## config.mk

```make
export PLATFORM = sky130hd
export DESIGN_NAME = seg7_scan_driver
export DESIGN_NICKNAME = d
export VERILOG_FILES = /design/src/rtl/seg7_scan_driver_pkg.sv /design/src/rtl/seg7_refresh_prescaler.sv /design/src/rtl/seg7_scan_driver.sv
export SDC_FILE = /design/constraint.sdc
export NUM_CORES = 1
export LEC_CHECK = 0
export CELL_PAD_IN_SITES_DETAIL_PLACEMENT = 1
export CELL_PAD_IN_SITES_GLOBAL_PLACEMENT = 1
export CORE_ASPECT_RATIO = 1.75
export CORE_UTILIZATION = 44
export CTS_CLUSTER_SIZE = 20
export DETAILED_ROUTE_END_ITERATION = 16
export HOLD_SLACK_MARGIN = 0.06
export PLACE_DENSITY_LB_ADDON = 0.1
export SYNTH_ARGS = -nofsm -noshare
export SYNTH_HDL_FRONTEND = slang
export SYNTH_HIERARCHICAL = 1
export SYNTH_SLANG_ARGS = --single-unit
```

## constraint.sdc

```tcl
create_clock -name CLK -period 3.9 [get_ports CLK]
set_input_delay 0.78 -clock CLK [delete_from_list [all_inputs] [get_ports CLK]]
set_output_delay 0.78 -clock CLK [all_outputs]
set_load 0.005 [all_outputs]
```

## src/rtl/seg7_scan_driver_pkg.sv

```systemverilog
// Shared widths and defaults for the 4-digit 7-segment scan driver and its helpers.
package seg7_scan_driver_pkg;

  localparam int unsigned NUM_DIGITS          = 4;
  localparam int unsigned DIGIT_W             = 4;
  localparam int unsigned SEL_W               = 2;
  localparam int unsigned DISP_W              = NUM_DIGITS * DIGIT_W;
  localparam int unsigned REFRESH_DIV_DEFAULT = 100000;

endpackage

```

## src/rtl/seg7_refresh_prescaler.sv

```systemverilog
// Free-running divider producing a one-cycle strobe every REFRESH_DIV clocks (REFRESH_DIV >= 2).
module seg7_refresh_prescaler
  import seg7_scan_driver_pkg::*;
#(
  parameter int unsigned REFRESH_DIV = REFRESH_DIV_DEFAULT
) (
  input  logic CLK,
  input  logic RESET,
  output logic TICK_OUT
);

  localparam int unsigned CNT_W = $clog2(REFRESH_DIV);
  localparam logic [CNT_W-1:0] LAST_COUNT = CNT_W'(REFRESH_DIV - 1);

  logic [CNT_W-1:0] count;
  logic             at_last;

  assign at_last  = (count == LAST_COUNT);
  assign TICK_OUT = at_last;

  always_ff @(posedge CLK) begin
    if (RESET) begin
      count <= '0;
    end else if (at_last) begin
      count <= '0;
    end else begin
      count <= count + CNT_W'(1);
    end
  end

endmodule

```

## src/rtl/seg7_scan_driver.sv

```systemverilog
// Time-multiplexed 4-digit scan driver; new words are staged and swapped in only at frame boundaries.
module seg7_scan_driver
  import seg7_scan_driver_pkg::*;
#(
  parameter int unsigned REFRESH_DIV = REFRESH_DIV_DEFAULT
) (
  input  logic                  CLK,
  input  logic                  RESET,
  input  logic [DISP_W-1:0]     VALUE_IN,
  input  logic [NUM_DIGITS-1:0] DOT_MASK_IN,
  input  logic                  LOAD_VALID,
  output logic                  LOAD_READY,
  output logic [SEL_W-1:0]      SEG_SELECT,
  output logic [DIGIT_W-1:0]    BIN_OUT,
  output logic                  DOT_OUT,
  output logic                  FRAME_DONE
);

  localparam logic [SEL_W-1:0] LAST_DIGIT = SEL_W'(NUM_DIGITS - 1);

  logic                  tick;
  logic                  boundary;
  logic                  load_accept;
  logic [SEL_W-1:0]      index;
  logic [DISP_W-1:0]     pending_word;
  logic [NUM_DIGITS-1:0] pending_mask;
  logic                  pending_valid;
  logic [DISP_W-1:0]     active_word;
  logic [NUM_DIGITS-1:0] active_mask;
  logic [DIGIT_W-1:0]    cur_nibble;
  logic                  cur_dot;

  seg7_refresh_prescaler #(
    .REFRESH_DIV (REFRESH_DIV)
  ) u_prescaler (
    .CLK      (CLK),
    .RESET    (RESET),
    .TICK_OUT (tick)
  );

  assign boundary    = tick && (index == LAST_DIGIT);
  assign LOAD_READY  = ~pending_valid;
  assign load_accept = LOAD_VALID && LOAD_READY;

  always_ff @(posedge CLK) begin
    if (RESET) begin
      index <= '0;
    end else if (tick) begin
      index <= (index == LAST_DIGIT) ? '0 : index + SEL_W'(1);
    end
  end

  // Promotion needs pending_valid and acceptance needs it clear, so a load
  // arriving on a boundary lands in pending and waits for the next frame.
  always_ff @(posedge CLK) begin
    if (RESET) begin
      pending_word  <= '0;
      pending_mask  <= '0;
      pending_valid <= 1'b0;
      active_word   <= '0;
      active_mask   <= '0;
    end else if (boundary && pending_valid) begin
      active_word   <= pending_word;
      active_mask   <= pending_mask;
      pending_valid <= 1'b0;
    end else if (load_accept) begin
      pending_word  <= VALUE_IN;
      pending_mask  <= DOT_MASK_IN;
      pending_valid <= 1'b1;
    end
  end

  always_comb begin
    cur_nibble = active_word[DIGIT_W*index +: DIGIT_W];
    cur_dot    = active_mask[index];
  end

  always_ff @(posedge CLK) begin
    if (RESET) begin
      SEG_SELECT <= '0;
      BIN_OUT    <= '0;
      DOT_OUT    <= 1'b0;
      FRAME_DONE <= 1'b0;
    end else begin
      SEG_SELECT <= index;
      BIN_OUT    <= cur_nibble;
      DOT_OUT    <= cur_dot;
      FRAME_DONE <= boundary;
    end
  end

endmodule
```

==> results by group <==
STA
  • Clock Skews: 0.00812 ns
  • Fmax: 421 MHz
  • Final Setup Violations: 0
  • Post-route worst setup slack: 1.52 ns
  • Slew headroom: 45.7%
  • Worst-Margin Slew: 0.814 ns
  • Final Hold Viols: 0
  • Final hold slack: 0.455 ns
  • Setup TNS: 0 ns
  • Minimum clock period: 2.38 ns
  • Tcrit/Tclk final: 60.9%
  • Final Slew Violations: 0
  • RSZ-0062 raised after global routing: false

Finish
  • Final std cells w/o fill: 418
  • Layout Area Growth over Synthesis: 20.3%
  • FF/Latch Area: 1360 um2
  • Layout cell share with drive strength beyond 1: 8.53%
  • Multi-input gate area: 1180 um2
  • Filler cell count: 718
  • Nets: 360
  • Most frequent cells in the layout: 85 x nand2_1, 68 x dfxtp_1, 38 x a21oi_1, 31 x clkdlybuf4s50_1, 22 x nor2_1
  • Commonest non-fill, non-tap cell in the layout: nand2_1
  • Antenna cell count: 0

Min path
  • Hold Startpoint: pending_word[10]
  • Worst Hold End: active_word[10]
  • Hold Path Cell Cnt: 2
  • Min-delay worst type: reg2reg

Die
  • Placement row count: 37
  • Initial core utilization: 45.5%
  • Core area: 5880 um2
  • Die height: 105 um
  • Ports: 32
  • Die area: 6410 um2
  • Die W: 60.9 um

Yosys
  • Post-synth top area share: 50.9%
  • Post-synthesis cell area: 2680 um2
  • Avg Inst Size Synth: 8.69 um2
  • Synth cell types: 35
  • #FFs+latches synth: 68
  • Syn_nets: 333
  • Largest cells by area after synthesis: dfxtp_1 51%, nand2_1 12%, a21oi_1 7.1%
  • Post-synthesis sequential area ratio: 50.9%
  • Gate Count Post-Synth: 308
  • Synth area leader: dfxtp_1
  • Syn. warnings: 6

Placed design
  • Placer Congestion: 0.779
  • Final HPWL DP: 4430 um
  • I/O Buffers: 31
  • Pre-CTS worst setup slack: 1.44 ns
  • Placed Cells: 402

GRT
  • GR Overflow Total: 0
  • Initial antenna violation count: 0
  • Number of global-route vias before repair: 2325
  • Largest net degree at the start of global routing: 49
  • Global-route wire length before repair: 10100 um
  • Total GRT Usage: 21.7%

Clock tree
  • Clk Tree Root Cell: clkbuf_8
  • CTS Buf Count: 9
  • Bufs on Longest Clock Path: 2
  • # clock sinks: 68
  • Setup Buffers After CTS: 0
  • Post-CTS resize count: 0
  • Clk_lat worst skew: 0.34 ns
  • Htree depth: 3
  • Post-CTS Hold Fix Bufs: 0
  • CTS tree: yes
  • CTS clk-pin slew, worst paths: 0.07 ns

Worst setup path
  • Reg-to-reg startpoint: u_prescaler/count[0]
  • Critical Path Max Stage Delay: 0.59 ns
  • Crit-path max FO: 20
  • Crit path DAT: 2.58 ns
  • RR Endpoint: active_word[7]
  • WS Path Type: reg2reg
  • Crit-path cells: ha_1 -> nand4_1 -> nor2_1 -> and3_1 -> nand3_1 -> nand2_1 -> a21oi_1
  • Reg2reg setup slack: 1.52 ns
  • Worst Path Required: 4.11 ns
  • CP bufs+invs: 0
  • Top delay family on crit path: simple AND/OR/NAND/NOR gates
  • CP max-delay cell: nand3_1
  • Startpoint types: flop
  • Reg2reg path depth: 7
  • CP endpoint kind: flop

Power
  • Cell internal pwr: 0.00114 W
  • P per Cell Area: 451 nW/um2
  • Leakage: 1.08 nW
  • Net Sw Frac: 21.6%
  • Flop pwr share: 49.5%
  • Clock power frac: 45.8%
  • Net Switching: 0.000314 W
  • Combinational share of power: 4.7%
  • Peak supply drop: 0.221 mV

Drt
  • Final WL: 6170 um
  • Via/cell ratio: 5.15
  • Routed via count: 2153
  • DR pass1 iterations: 4
  • Avg WL per Cell: 14.8 um
  • Remaining antenna violation count: 0
  • Initial DRC Count: 37
  • # DRC: 0

Run status
  • Status: finished clean

Flow run
  • Maxcap violations: 0
cell families after synthesis:
group           Yosys count  synth area share [%]
compound gates           50                  10.5
xor+xnor                 13                  4.26
fa+ha+maj                 2                 0.935
buf+inv                  22                  5.14
flops                    68                  50.9
mux                      12                  4.49
simple gates            141                  23.8
power by group through the flow:
stage	Sequential (W)	Combinational (W)	Clock, W
floorplan	0.000733	0.0000394	0
global route	0.000721	0.0000778	0.000700
CTS	0.000719	0.0000706	0.000683
finish	0.000719	0.0000689	0.000665
global placement	0.000735	0.0000692	0
detailed placement	0.000736	0.0000704	0
sequential cells by signal (all words and copies together) (netlist names):
signal / count
DOT_OUT: 1
active_word: 16
active_mask: 4
FRAME_DONE: 1
SEG_SELECT: 2
BIN_OUT: 4
index: 2
pending_mask: 4
pending_word: 16
pending_valid: 1
u_prescaler/count: 17
worst max-delay path by stage:
stage | startpoint | cells past startpoint | slack, ns | to
global placement | LOAD_VALID | 5 | 1.51 | pending_word[13]
detailed placement | LOAD_VALID | 5 | 1.44 | pending_word[10]
global route | u_prescaler/count[0] | 7 | 1.27 | active_mask[0]
floorplan | u_prescaler/count[0] | 8 | 2.20 | active_mask[2]
CTS | u_prescaler/count[0] | 7 | 1.50 | active_word[13]
finish | u_prescaler/count[0] | 7 | 1.52 | active_word[7]
tightest hold or removal path: stages (launching register included):
cell	delay [ns]
dfxtp_1	0.31
nand2_1	0.05
a21oi_1	0.05
metal layers:
metal,vias up,part of all wire (%),global-route usage [%]
met5,-,0,0
met4,0,4.3,12.5
met3,18,2.6,5.69
met2,31,56,39.5
met1,1018,37,20.2
li1,1086,-,-
cell usage after synthesis:
| library cell | instances |
|---|---|
| or3_1 | 1 |
| clkbuf_1 | 2 |
| or4_1 | 2 |
| o31ai_1 | 2 |
| and4_1 | 1 |
| buf_2 | 7 |
| xnor2_1 | 8 |
| nand3_4 | 1 |
| nor3_1 | 5 |
| xor2_1 | 5 |
| nand2_1 | 85 |
| nand4bb_1 | 1 |
| nand4_2 | 1 |
| inv_1 | 4 |
| buf_4 | 2 |
| nand3_1 | 6 |
| dfxtp_1 | 68 |
| and3_1 | 1 |
| a21oi_2 | 4 |
| nor2b_1 | 2 |
| ha_1 | 2 |
| a21oi_1 | 38 |
| mux2i_1 | 12 |
| clkbuf_2 | 1 |
| buf_6 | 5 |
| nand2b_1 | 2 |
| a31o_2 | 1 |
| buf_1 | 1 |
| nor4_1 | 4 |
| and4_2 | 1 |
| nor2_1 | 22 |
| and3_4 | 1 |
| o22ai_1 | 5 |
| nand4_1 | 4 |
| or2_2 | 1 |
through the flow:
| stage | util, % | instance area (um2) | total power (W) |
|---|---|---|---|
| floorplan | - | 2680 | 0.000772 |
| global placement | 50.7 | 2980 | 0.000804 |
| detailed placement | 50.7 | 2980 | 0.000806 |
| CTS | 54.7 | 3220 | 0.00147 |
| global route | 54.7 | 3220 | 0.00150 |
| finish | 54.7 | 3220 | 0.00145 |
final cells by class:
type	instances	share of cell area (%)
flip-flops and latches	68	42.3
multi-input cells	218	36.5
repair buffers	34	10.3
clock buffers	11	4.70
well taps	78	3.03
clock inverters	5	2.60
inverters	4	0.467
(Power assumes the default switching activity.)
